===== config.mk =====
export PLATFORM = sky130hd
export DESIGN_NAME = router_iact_nport
export DESIGN_NICKNAME = d
export VERILOG_FILES = /design/src/rtl/router_iact_nport_pkg.sv /design/src/rtl/router_iact_nport_fifo.sv /design/src/rtl/router_iact_nport.sv
export SDC_FILE = /design/constraint.sdc
export NUM_CORES = 1
export LEC_CHECK = 0
export ABC_AREA = 1
export ABC_CLOCK_PERIOD_IN_PS = 3000
export BUFFER_PORTS_ARGS = -buffer_cell sky130_fd_sc_hd__buf_2
export CAP_MARGIN = 0
export CORE_UTILIZATION = 50
export DETAILED_ROUTE_END_ITERATION = 12
export GPL_TIMING_DRIVEN = 0
export MAX_ROUTING_LAYER = met4
export PLACE_DENSITY = 0.86
export SKIP_LAST_GASP = 1
export SLEW_MARGIN = 20
export SYNTH_ARGS = -nofsm -noshare
export SYNTH_HDL_FRONTEND = slang
export SYNTH_SLANG_ARGS = --single-unit

===== constraint.sdc =====
create_clock -name clk -period 3 [get_ports clk]
set_input_delay 0.75 -clock clk [delete_from_list [all_inputs] [get_ports clk]]
set_output_delay 0.75 -clock clk [all_outputs]
set_load 0.02 [all_outputs]

===== src/rtl/router_iact_nport_pkg.sv =====
// Shared definitions for the iact router: neighbour port indices and load FSM encoding.
package router_pkg;

  localparam int PORT_N = 0;
  localparam int PORT_S = 1;
  localparam int PORT_W = 2;
  localparam int PORT_E = 3;

  typedef enum logic [1:0] {
    LD_IDLE = 2'd0,
    LD_LOAD = 2'd1,
    LD_DONE = 2'd2
  } load_state_e;

  // Next index in a ring of n entries, used by the round-robin pointer.
  function automatic int unsigned ring_next(input int unsigned idx, input int unsigned n);
    return (idx + 1 >= n) ? 0 : idx + 1;
  endfunction

endpackage


===== src/rtl/router_iact_nport_fifo.sv =====
// Synchronous FIFO with extra-bit pointers for full/empty; head is the oldest entry.
// Latency: a pushed word is visible on head_o the next cycle; a push while full is ignored.
module iact_fifo #(
  parameter int DATA_BITWIDTH = 16,
  parameter int FIFO_DEPTH    = 4
) (
  input  logic                     clk,
  input  logic                     reset,
  input  logic                     push_i,
  input  logic [DATA_BITWIDTH-1:0] push_dat_i,
  input  logic                     pop_i,
  output logic [DATA_BITWIDTH-1:0] head_o,
  output logic                     full_o,
  output logic                     empty_o
);

  localparam int AW = $clog2(FIFO_DEPTH);

  logic [DATA_BITWIDTH-1:0] mem_q [FIFO_DEPTH];
  logic [AW:0]              wr_ptr_q, wr_ptr_d;
  logic [AW:0]              rd_ptr_q, rd_ptr_d;
  logic                     do_push, do_pop;

  assign empty_o = (wr_ptr_q == rd_ptr_q);
  assign full_o  = (wr_ptr_q[AW] != rd_ptr_q[AW]) && (wr_ptr_q[AW-1:0] == rd_ptr_q[AW-1:0]);
  assign head_o  = mem_q[rd_ptr_q[AW-1:0]];

  assign do_push = push_i && !full_o;
  assign do_pop  = pop_i && !empty_o;

  always_comb begin
    wr_ptr_d = wr_ptr_q;
    rd_ptr_d = rd_ptr_q;
    if (do_push) wr_ptr_d = wr_ptr_q + 1'b1;
    if (do_pop)  rd_ptr_d = rd_ptr_q + 1'b1;
  end

  always_ff @(posedge clk) begin
    if (reset) begin
      wr_ptr_q <= '0;
      rd_ptr_q <= '0;
    end else begin
      wr_ptr_q <= wr_ptr_d;
      rd_ptr_q <= rd_ptr_d;
    end
  end

  // Storage carries no reset: contents are only observed behind the pointers.
  always_ff @(posedge clk) begin
    if (do_push) mem_q[wr_ptr_q[AW-1:0]] <= push_dat_i;
  end

endmodule


===== src/rtl/router_iact_nport.sv =====
// iact router: one word/cycle from NUM_PORTS inputs into a FIFO, head broadcast to masked outputs, optional spad load window.
// Push-to-output 1 cycle; in_ready from registered FIFO state only. ROUTER_IACT_RR_EN selects round-robin, else fixed priority.
module router_iact_nport
  import router_pkg::*;
#(
  parameter int DATA_BITWIDTH     = 16,
  parameter int NUM_PORTS         = 4,
  parameter int FIFO_DEPTH        = 4,
  parameter int ADDR_BITWIDTH_SPAD = 9
) (
  input  logic                               clk,
  input  logic                               reset,
  input  logic [NUM_PORTS-1:0]               in_valid_i,
  input  logic [NUM_PORTS*DATA_BITWIDTH-1:0] in_data_i,
  output logic [NUM_PORTS-1:0]               in_ready_o,
  output logic [NUM_PORTS-1:0]               out_valid_o,
  output logic [NUM_PORTS*DATA_BITWIDTH-1:0] out_data_o,
  input  logic [NUM_PORTS-1:0]               out_ready_i,
  input  logic                               cfg_we_i,
  input  logic [NUM_PORTS-1:0]               cfg_mask_i,
  output logic                               cfg_err_o,
  input  logic                               load_start_i,
  input  logic [ADDR_BITWIDTH_SPAD-1:0]      load_base_i,
  input  logic [ADDR_BITWIDTH_SPAD:0]        load_len_i,
  output logic                               spad_we_o,
  output logic [ADDR_BITWIDTH_SPAD-1:0]      spad_addr_o,
  output logic [DATA_BITWIDTH-1:0]           spad_wdata_o,
  output logic                               load_busy_o,
  output logic                               load_done_o
);

  localparam int PW = $clog2(NUM_PORTS);
  localparam logic [ADDR_BITWIDTH_SPAD:0] IDX_ONE = 1;

  logic                     fifo_full, fifo_empty;
  logic                     push, pop;
  logic [DATA_BITWIDTH-1:0] head, head_vis, push_dat;
  logic [NUM_PORTS-1:0]     grant, hs;
  logic [PW-1:0]            gnt_idx, cand;
  logic                     found;
  logic [DATA_BITWIDTH-1:0] in_word [NUM_PORTS];

  for (genvar i = 0; i < NUM_PORTS; i++) begin : g_unpack
    assign in_word[i] = in_data_i[i*DATA_BITWIDTH +: DATA_BITWIDTH];
  end

  // ---------------- arbitration ----------------
`ifdef ROUTER_IACT_RR_EN
  logic [PW-1:0] rr_ptr_q, rr_ptr_d;

  assign rr_ptr_d = push ? PW'(ring_next(int'(gnt_idx), NUM_PORTS)) : rr_ptr_q;

  always_ff @(posedge clk) begin
    if (reset) rr_ptr_q <= '0;
    else       rr_ptr_q <= rr_ptr_d;
  end
`endif

  // Gated by the registered full flag so out_ready never reaches in_ready.
  always_comb begin
    grant   = '0;
    gnt_idx = '0;
    found   = 1'b0;
    cand    = '0;
    for (int k = 0; k < NUM_PORTS; k++) begin
`ifdef ROUTER_IACT_RR_EN
      cand = PW'((int'(rr_ptr_q) + k) % NUM_PORTS);
`else
      cand = PW'(PORT_N + k);
`endif
      if (!fifo_full && !found && in_valid_i[cand]) begin
        found         = 1'b1;
        grant[cand]   = 1'b1;
        gnt_idx       = cand;
      end
    end
  end

  assign in_ready_o = grant;
  assign push       = found;
  assign push_dat   = in_word[gnt_idx];

  iact_fifo #(
    .DATA_BITWIDTH(DATA_BITWIDTH),
    .FIFO_DEPTH   (FIFO_DEPTH)
  ) u_fifo (
    .clk       (clk),
    .reset     (reset),
    .push_i    (push),
    .push_dat_i(push_dat),
    .pop_i     (pop),
    .head_o    (head),
    .full_o    (fifo_full),
    .empty_o   (fifo_empty)
  );

  // ---------------- broadcast tracker ----------------
  logic [NUM_PORTS-1:0] mask_q, mask_d;
  logic [NUM_PORTS-1:0] sent_q, sent_d;
  logic                 cfg_err_q, cfg_err_d;
  logic                 cfg_ok;

  assign head_vis    = fifo_empty ? '0 : head;
  assign out_valid_o = fifo_empty ? '0 : (mask_q & ~sent_q);
  assign out_data_o  = {NUM_PORTS{head_vis}};
  assign hs          = out_valid_o & out_ready_i;
  // An empty mask pops immediately, which drops the word.
  assign pop         = !fifo_empty && (((sent_q | hs) & mask_q) == mask_q);

  // Mask may only change between words so a broadcast never sees two masks.
  assign cfg_ok = fifo_empty && (sent_q == '0);

  always_comb begin
    sent_d    = pop ? '0 : (sent_q | hs);
    mask_d    = (cfg_we_i && cfg_ok) ? cfg_mask_i : mask_q;
    cfg_err_d = cfg_we_i && !cfg_ok;
  end

  always_ff @(posedge clk) begin
    if (reset) begin
      mask_q    <= '0;
      sent_q    <= '0;
      cfg_err_q <= 1'b0;
    end else begin
      mask_q    <= mask_d;
      sent_q    <= sent_d;
      cfg_err_q <= cfg_err_d;
    end
  end

  assign cfg_err_o = cfg_err_q;

  // ---------------- scratchpad load FSM ----------------
  load_state_e                 state_q;
  logic [ADDR_BITWIDTH_SPAD-1:0] base_q;
  logic [ADDR_BITWIDTH_SPAD:0]   len_q, idx_q;
  logic                          spad_we;

  assign spad_we = (state_q == LD_LOAD) && pop;

  always_ff @(posedge clk) begin
    if (reset) begin
      state_q <= LD_IDLE;
      base_q  <= '0;
      len_q   <= '0;
      idx_q   <= '0;
    end else begin
      case (state_q)
        LD_IDLE: begin
          if (load_start_i) begin
            if (load_len_i != '0) begin
              state_q <= LD_LOAD;
              base_q  <= load_base_i;
              len_q   <= load_len_i;
              idx_q   <= '0;
            end else begin
              state_q <= LD_DONE;
            end
          end
        end
        LD_LOAD: begin
          if (pop) begin
            idx_q <= idx_q + IDX_ONE;
            if (idx_q + IDX_ONE == len_q) state_q <= LD_DONE;
          end
        end
        LD_DONE: state_q <= LD_IDLE;
        default: state_q <= LD_IDLE;
      endcase
    end
  end

  // Address wraps naturally at the spad width.
  assign spad_we_o    = spad_we;
  assign spad_addr_o  = spad_we ? (base_q + idx_q[ADDR_BITWIDTH_SPAD-1:0]) : '0;
  assign spad_wdata_o = spad_we ? head : '0;
  assign load_busy_o  = (state_q == LD_LOAD);
  assign load_done_o  = (state_q == LD_DONE);

endmodule


Yosys cells after proc, flatten, opt, wreduce, memory -nomap -nowiden. Memory sizes are Yosys's and may differ from the RTL's. A register that Yosys moved wholly into a read port is not among the register bits. Index checks and enable logic that the tools add are counted.

Latch bits: 0. RAM bits: 64. Output and inout port bits: 101. Memories: 1. Register bits after elaboration: 46. Bits in read-only memories: 0. Bits of input ports: 99.

Memory list: u_fifo.mem_q (depth 4, width 16, rd ports 1, clocked after memory_dff 1, wr ports 1, line router_iact_nport_fifo.sv:19) `logic [DATA_BITWIDTH-1:0] mem_q [FIFO_DEPTH];`.

Add/subtract/negate cells: 4. Order comparisons: 1. Bitwise operators: 6. Multiply operators: 0. Shifts and indexed selects: 0. Div/mod/pow operators: 0. Reduce and logical (&&, ||, !) cells: 29. Equal/unequal tests: 11. Muxes and demuxes: 30.

Operators with widths (number): 16-bit two-way mux (4); 16-bit binary-select mux with 2-bit select (1); 10-bit two-way mux (3); 10-bit case mux with 2 select lines (1); 2-bit two-way mux (8); 1-bit logical AND (15); 4-bit bitwise AND (3); 10-bit by 1-bit adder with 10-bit output (second input constant) (1); 10-bit equality test (1); 1-bit two-way mux (10); 10-bit nonzero test (1); 9-bit adder (1); 9-bit two-way mux (1); 3-bit by 1-bit adder with 3-bit output (second input constant) (2); 1-bit logical NOT (6); 3-bit AND reduction (2); 4-bit equality test (1); 4-bit logical NOT (1); 4-bit two-way mux (1); 2-bit by 1-bit inequality test with 1-bit output (second input constant) (2); 2-bit inequality test (second input constant) (2); 4-bit NOT (1); 4-bit OR (1); 2-bit case mux with 2 select lines (1); 11 further kinds (11).

Logic depth before layout (Yosys ltp). Gate-level depths: netlist of the first run.

Depth in word-level cells: 21. Depth in mapped cells: 16.

Cells and area by module. Synthesis of the first run repeated with hierarchy kept, for this count alone.

Cells, all modules: 801. Area, all modules: 6296.0 um^2.

Modules (own cells, without submodules): router_iact_nport (cells an instance 573, times used 1, area each 3427.0 um^2, sequential area each 800.8 um^2); iact_fifo (cells an instance 228, times used 1, area each 2869.0 um^2, sequential area each 2082.0 um^2).

Worst setup path before layout of the first run. OpenSTA, ideal clock, no wires.

Path kind: register -> output. From: reg idx_q[0]. To: out spad_addr_o[6]. Slack: 0.369 ns. Data required time: 2.250 ns. Buffers on the path: 0. Cell stages (with the launch flop): 12. Data arrival time: 1.881 ns. Path through: dfxtp_1 ha_1 fa_1 nand2_1 inv_1 o21ai_0 nand2_1 nand2_1 nand2_1 a21oi_1 xor2_1 nor2_1.

Longest elaborated chain between the ends: 2.

Ends and longest elaborated chain: from (decl) (line router_iact_nport.sv:136) `logic [ADDR_BITWIDTH_SPAD:0] len_q, idx_q;`; from (signal assigned) (line router_iact_nport.sv:163) `idx_q <= idx_q + IDX_ONE;`; 9-bit adder (line router_iact_nport.sv:175) `assign spad_addr_o = spad_we ? (base_q + idx_q[ADDR_BITWIDTH_SPAD-1:0]) : '0;`; 9-bit two-way mux (line router_iact_nport.sv:175); to (decl) (line router_iact_nport.sv:26) `output logic [ADDR_BITWIDTH_SPAD-1:0] spad_addr_o,`.

Every way passes these cells.

Final worst setup path of the first run. Same ends and word-level chain as after synthesis.

==> results, run 1 <==
- After synthesis the cells add up to 6615 um2.
- The number of search-and-repair iterations in the first detailed-routing pass is 6.
- Along the worst path, the maximum fanout reaches 3.
- The final-report hold violation count was 0.
- The critical path contains buffers and inverters numbering 2 combined.
- For this run, the post-layout net count is 1,127.
- The post-route standard cell area excluding fillers is 8245 um2.
- The instance area at placement is 7834 um2.
- STA classifies the critical path startpoint as a register.
- The path category of the worst min-delay check is register to register.
- The synthesized netlist cell count is roughly 800.
- The overflow left after global routing is 0.
- At the pin with the least slew margin, the transition time is 0.9784 ns.
- A synthesized cell averages 8.259 um2.
- STA classifies the critical path endpoint as an output port.
- Yosys printed 0 warnings.
- Setup repair after global routing could not meet its margin everywhere.
- The buffer type at the clock tree root is sky130_fd_sc_hd__clkbuf_16.
- The overall fraction of global-route tracks in use is 26.18%.
- At the worst endpoint, the arrival time is between 2 and 2.5 ns.
- The share of final-layout standard cells stronger than drive strength 1 is 35.76%.
- Yosys mapped the design onto 44 distinct sky130hd cell types.
- The signed area change from the synthesized netlist to the final layout is 24.65%.
- The count of buffers added on input and output ports is 199.
- Sequential cells were found to cover 43.58% of the synthesized design area.
- After detailed placement, the design holds a cell count of around 1,200.
- For this run, global-route usage on met3 was measured as approximately 3.2%.
- The number of inserted diodes is 0.
- The post-route total power is 7.762 mW.
- The pin count of the biggest net entering global routing is 22.
- At the end of routability-driven placement, the weighted congestion stood at 0.9169.
- In the post-synthesis netlist, the biggest area contributors are sky130_fd_sc_hd__edfxtp_1 29%, sky130_fd_sc_hd__dfxtp_1 15%, sky130_fd_sc_hd__nand2_1 8.5%.
- The CTS clock-pin slew for the worst setup and hold paths is 0.08 ns.
- Dividing the detail-routed via count by the number of cells gives 5.220.
- The number of core rows is 41.
- The synthesized net count is 915.
- The later pin in the worst-skew pair is clocked with a latency of between 0.3 and 0.4 ns.
- The die is 117.0 um tall.
- The non-filler instance count after layout is between 1,000 and 1,500.
- The total leakage power is 4.020 nW.
- The commonest cells after synthesis are 149 x sky130_fd_sc_hd__nand2_1, 91 x sky130_fd_sc_hd__inv_1, 77 x sky130_fd_sc_hd__nor2_1.
- Once detail routing completed, the nets flagged for antenna violations numbered 0.
- Counting flops with a built-in enable in the synthesized netlist gives 64.
- The cell occurring most often along the worst timing path is sky130_fd_sc_hd__nand2_1.
- Wires add up to 17.08 mm.
- After Yosys synthesis, full adders, half adders and majority gates account for 2.951% of the synthesized area.
- The number of global-route vias before repair is about 5,400.
- The flow ran to the end, and the final reports show no timing, DRC or antenna violations.
- Counting flops and latches in the post-synthesis netlist gives about 110.
- The final cycle utilization of the critical path is 97.16%.
- The clock net in this run drives a total of 112 sinks.
- The first global-routing pass estimated between 20 and 30 mm of wire.
- The die area is 13,690 um2.
- The reported max-cap violation count is 0.
- The critical path is of the register to output port type.
- Across all layers, the routed design uses 6,212 vias.
- In this design, the stage delay of the slowest critical-path cell is 0.36 ns.
- The fraction of synthesized area in multiplexers is 0%.
- The number of hold buffers added after cts is 0.
- The signal on the critical path passes through ha_2 > fa_2 > nand2_1 > inv_1 > o21ai_1 > nand2_1 > nand2_1 > nand2_1 > a21oi_2 > xor2_1 > nor2_1 > buf_2.
- The met2 demand-to-capacity share in global routing is a little over two fifths.
- The number of buffers created by CTS is 9.
- The cell family contributing the most delay on the critical path is adder cells.
- The max-slew violation count is 0.
- Setup violations remaining at the end of the flow were counted as 0.
- The share of the synthesized area in the top cell type is between 20 and 30%.
- The most frequent cell after synthesis is sky130_fd_sc_hd__nand2_1.
- The floorplan core area is 12,770 um2.
- The required time of the critical path is 2.25 ns.
- The horizontal die dimension is 117.0 um.
- The clock passes through at most 2 buffers.
- Summed over all nets, the half-perimeter wirelength after detailed placement is 12.79 mm.
- The average wire per standard cell is 14.35 um.
- The clock skew after layout is 0.008232 ns.
- For this design the top-level I/O count stands at 200.
- Summing the areas of all xor and xnor instances in the mapped netlist gives approximately 1.3% of the synthesized area.
- In the synthesized netlist the dominant register cell turns out to be sky130_fd_sc_hd__edfxtp_1.
- The synthesized netlist devotes 16.25% of its cell area to compound gates.
- After detailed routing, the number of remaining DRC violations is 0.
- Of all flip-flops after synthesis, the portion carrying an async set or reset was 0%.
- The global routing stage identified its most utilized layer as met2.
- The largest family of logic cells by synthesized area is simple AND/OR/NAND/NOR gates.
- The power per cell area is 941.3 nW/um2.
- The count of routing violations after the opening detailed-route iteration is 507.
- The cell accounting for the most synthesized area is sky130_fd_sc_hd__edfxtp_1.
- Of the total synthesized cell area, the portion taken by AND, OR, NAND and NOR gates is approximately 22%.
- The initial utilization of the core area, before any placement, comes to 51.79%.
- In the final timing run, aggregate negative setup slack is 0 ns.
- The TritonCTS clock tree is built.
- Among all stages on the critical path, the largest delay is contributed by sky130_fd_sc_hd__dfxtp_4.
- IR analysis of the VDD net gives a maximum drop of 0.0004242 V.
- In this run the tightest slew margin relative to its limit is 34.70%.
- The number of H-tree levels is 3.
- The initial antenna violation count is 0.
- The clock period minus final worst setup slack is roughly 2.9 ns.
- Based on the critical path, the design can be clocked at up to 0.3431 GHz.
- The met1 global-route usage is 34.59%.
[cells in the final DEF (no fill, tap or decap), drive strengths merged]
master,instances
a32o,16
edfxtp,64
fa,1
nor3,4
xnor2,2
o211ai,18
ha,14
nor2,81
buf,266
xor2,7
nor4,2
inv,102
nand2,153
nand3b,4
o21ai,65
a21oi,70
o21bai,1
dfxtp,48
or2,16
nand3,38
nand4,16
o311ai,1
clkbuf,27
clkinvlp,2
[path summary, 6_finish.rpt]
check / start / slack [ns] / cells after the start / end
hold / removal: mask_q[0] / 0.48 / 2 / mask_q[0]
setup / recovery: idx_q[0] / 0.09 / 12 / spad_addr_o[6]
setup reg to reg: u_fifo.wr_ptr_q[1] / 0.58 / 10 / u_fifo.mem_q[2][5]
hold reg to reg: mask_q[0] / 0.48 / 2 / mask_q[0]
[stage by stage]
step                      worst slack, ns  utilization (%)  hold slack [ns]
after floorplan                    0.3690                -           0.4442
after global placement          0.0005356            61.27           0.4597
after detailed placement           0.1278            61.33           0.4743
after CTS                         0.02427            64.24           0.4853
after global routing              -0.1331            64.55           0.5155
final                             0.08507            64.55           0.4825
[final cells by class]
type,count,area [um2]
well taps,172,215.2
fillers,1056,4528
plain buffers,82,595.6
repair buffers,202,1031
inverters,97,374.1
flip-flops and latches,112,2893
multi-input cells,509,2845
clock inverters,7,66.31
clock buffers,9,225.2
[logic make-up after synthesis]
group	Yosys count
AO/OA/AOI/OAI	171
XOR/XNOR	9
flip-flops	112
AND/OR/NAND/NOR	314
buffers and inverters	180
adder cells (fa/ha/maj)	15
[sequential cells by signal, summed over array words and instances (netlist names), named ones only]
signal	cells
base_q	9
cfg_err_o	1
idx_q	10
len_q	10
mask_q	4
sent_q	4
state_q	2
u_fifo.mem_q	64
u_fifo.rd_ptr_q	3
u_fifo.wr_ptr_q	3
[report_power, final]
part / total, mW / switching [mW] / internal (mW)
Combinational: 4.51 / 2.69 / 1.82
Clock: 1.17 / 0.582 / 0.587
Sequential: 2.08 / 0.179 / 1.90
[worst min-delay path: cells and delay by family, from the launching register on]
kind,cells,cell delay [ns]
buf+inv,1,0.07
flops,1,0.31
compound gates,1,0.06
[routing by layer]
layer,up-vias,share of wire [%]
met5,-,0
met4,0,1.6
met3,26,8.2
met2,327,47
met1,2796,43
li1,3063,-
[what timing repair did]
item                                    4_1_cts  5_1_grt
buffers inserted                              3        0
pin swaps                                     4        3
endpoints found under the setup margin       89       59
gates resized for setup                      29       15
Note: power is estimated with default switching activity, not from simulation.
==> inputs of run 2 (changes only) <==
Settings changed: RECOVER_POWER set to 50.
==> run 2 against run 1 <==
Against the previous run:
- critical path depth shrank 1
- hold slack lost 0.0053 ns
- cell count is the same
- clock skew shrank 0.00070 ns
- die area is the same
- maximum frequency shrank 2.6%
==> results, run 2 (same netlist as run 1, synthesis figures left out) <==
- The flow ran to the end, and the final reports show no timing, DRC or antenna violations.
- The die is 117.0 um wide.
- The CTS clock-pin slew for the worst setup and hold paths is about 0.08 ns.
- The die extent in y is approximately 120 um.
- Global routing finished with a remaining overflow of 0.
- Setup repair after global routing could not meet its margin everywhere.
- The tightest slew margin relative to the limit is 35.89%.
- The average wire per standard cell is 14.38 um.
- For this design, the slowest cell found on the critical path is sky130_fd_sc_hd__dfxtp_1.
- The congestion estimate from routability-driven global placement came to 0.9169.
- Clock latency on the worst-skew pair, taken at its later pin, is approximately 0.35 ns.
- Across every metal layer, demand over resource in global routing totals 26.18%.
- The critical setup path kind is register to output port.
- In the routed design, unresolved DRC markers number 0.
- The number of global-route vias before repair is 5,410.
- The number of clock sinks seen by CTS is ~110.
- The cell family contributing the most delay on the critical path is simple AND/OR/NAND/NOR gates.
- The signal on the critical path passes through inv_2 > nand2_1 > nand2_2 > nand3_4 > o311ai_0 > nor2_4 > nand2_4 > inv_4 > o21ai_1 > a21oi_1 > buf_4.
- The number of primary I/O pins is 200.
- Data on the critical path arrives at its endpoint at 2.24 ns.
- Summed over all cells, the static leakage comes to 3.925 nW.
- The kind of end point of the critical path is an output port.
- The final setup violation count is 0.
- The non-filler instance count after layout is 1,190.
- The number of search-and-repair iterations in the first detailed-routing pass is 5.
- The die covers 13,690 um2.
- The post-layout net count is 1,127.
- The worst path buffer plus inverter count is 3.
- The maximum achievable frequency is 0.3341 GHz.
- The top cell types in the final layout, fill and taps aside, are 192 x sky130_fd_sc_hd__buf_2, 150 x sky130_fd_sc_hd__nand2_1, 91 x sky130_fd_sc_hd__inv_1, 74 x sky130_fd_sc_hd__nor2_1, 69 x sky130_fd_sc_hd__a21oi_1.
- The wire length of the first global-routing pass is 26.48 mm.
- The reported max-cap violation count is 0.
- The worst path setup slack after routing is 0.007000 ns.
- The clock period minus final worst setup slack is 2.993 ns.
- Before CTS, the worst setup slack after placement is around 0.13 ns.
- Across the VDD grid, the largest voltage drop is about 0.00044 V.
- Buffers placed on the I/O ports in this run total 199.
- The power per cell area is 951.8 nW/um2.
- Once the floorplan was initialized, standard cells occupied slightly above 50% of the core.
- For this block, the via count after detailed routing is 6,171.
- STA puts the critical path data required time at around 2.3 ns.
- The buffer type at the clock tree root is sky130_fd_sc_hd__clkbuf_16.
- The number of placed instances with taps included is between 1,000 and 1,500.
- The final cycle utilization of the critical path is 99.77%.
- The count of routing violations after the opening detailed-route iteration is 506.
- TritonCTS built the clock tree.
- The flip-flop count of the largest register, all copies and words added is 64.
- The floorplan step defined a core boundary enclosing roughly 13,000 um2.
- Once detailed placement completed, the half-perimeter wirelength came to 12.79 mm.
- The count of antenna-violating nets left after detailed routing is 0.
- The pin count of the biggest net entering global routing is 22.
- The max-slew violation count is 0.
- After detailed routing, the number of vias per cell comes to 5.186.
- STA classifies the critical path startpoint as a register.
- TritonCTS created 9 clock buffers.
- The number of H-tree levels is 3.
- The initial antenna violation count was 0.
- The number of antenna diodes in the final layout is 0.
- For the pin with the worst max-slew slack, the measured transition is 0.9606 ns.
- Leaving out fill and tap cells, the most frequent cell in the layout is sky130_fd_sc_hd__buf_2.
- The path category of the worst min-delay check is register to register.
- In the final layout, the share of cells above drive strength 1 is between 30% and 40%.
- Along the worst path, the maximum fanout reaches 7.
- The final-report hold violation count was 0.
- The clock tree buffer depth is 2.
- The clock skew after layout is 0.007534 ns.
- The number of core rows is 41.
- The total detailed-routing wirelength is roughly 17 mm.
- After routing, the total negative slack on setup checks comes to 0 ns.
- For this run, the slowest stage of the critical path takes ~0.40 ns.
- The signed area change from the synthesized netlist to the final layout is 22.05%.
- The number of hold buffers added after cts is 0.
run 2: changes by cell type in the layout (fill, tap and decap cells not counted), sizes merged:
| cell | delta |
|---|---|
| buf | -11 |
| clkbuf | +11 |
run 2: worst min-delay path, stage by stage, from the launching register on:
cell	delay [ns]
sky130_fd_sc_hd__dfxtp_1	0.31
sky130_fd_sc_hd__inv_1	0.06
sky130_fd_sc_hd__a21oi_1	0.06
run 2: worst paths after layout:
| kind | from | to | depth (start not counted) | slack, ns |
|---|---|---|---|---|
| worst max-delay path | u_fifo.wr_ptr_q[1] | spad_addr_o[3] | 11 | 0.007 |
| worst min-delay path | mask_q[0] | mask_q[0] | 2 | 0.48 |
| worst max register to register | u_fifo.wr_ptr_q[1] | u_fifo.mem_q[1][6] | 11 | 0.31 |
| worst min register to register | mask_q[0] | mask_q[0] | 2 | 0.48 |
run 2: final cells by class:
| type | instances | area, um2 |
|---|---|---|
| timing repair buffer | 202 | 1020 |
| inverter | 97 | 371.6 |
| clock inverter | 7 | 66.31 |
| multi-input combinational | 509 | 2715 |
| sequential | 112 | 2892 |
| clock buffer | 9 | 225.2 |
| tap | 172 | 215.2 |
| buffer | 82 | 569.3 |
| fill | 1098 | 4700 |
run 2: power by group:
part | switching, mW | total (mW) | leakage [nW] | internal [mW]
Clock | 0.587 | 1.17 | 0.138 | 0.587
Combinational | 2.67 | 4.43 | 2.80 | 1.77
Sequential | 0.173 | 2.08 | 0.989 | 1.90
run 2: routing by layer:
metal	global-route usage (%)	part of all wire [%]	routed length (um)	up-vias
met3	3.244	7.3	1252	28
met5	-	0	0	-
li1	-	-	-	3056
met1	34.59	44	7501	2762
met4	8.861	1.6	281	0
met2	41.85	47	8081	325
run 2: what timing repair did:
item,CTS,global route
buffers inserted,3,0
setup endpoints to repair,89,59
resized for setup,29,15
endpoints found under the hold margin,0,0
pin swaps,4,3
run 2: through the flow:
step	hold WS, ns	total power [mW]	utilization, %	instance area, um2
final	0.4772	7.685	63.21	8074
after global routing	0.5155	8.261	63.21	8074
after detailed placement	0.4743	6.464	61.33	7834
after global placement	0.4597	6.368	61.27	7826
after floorplan	0.4442	5.246	-	6615
after CTS	0.4853	7.701	64.24	8205
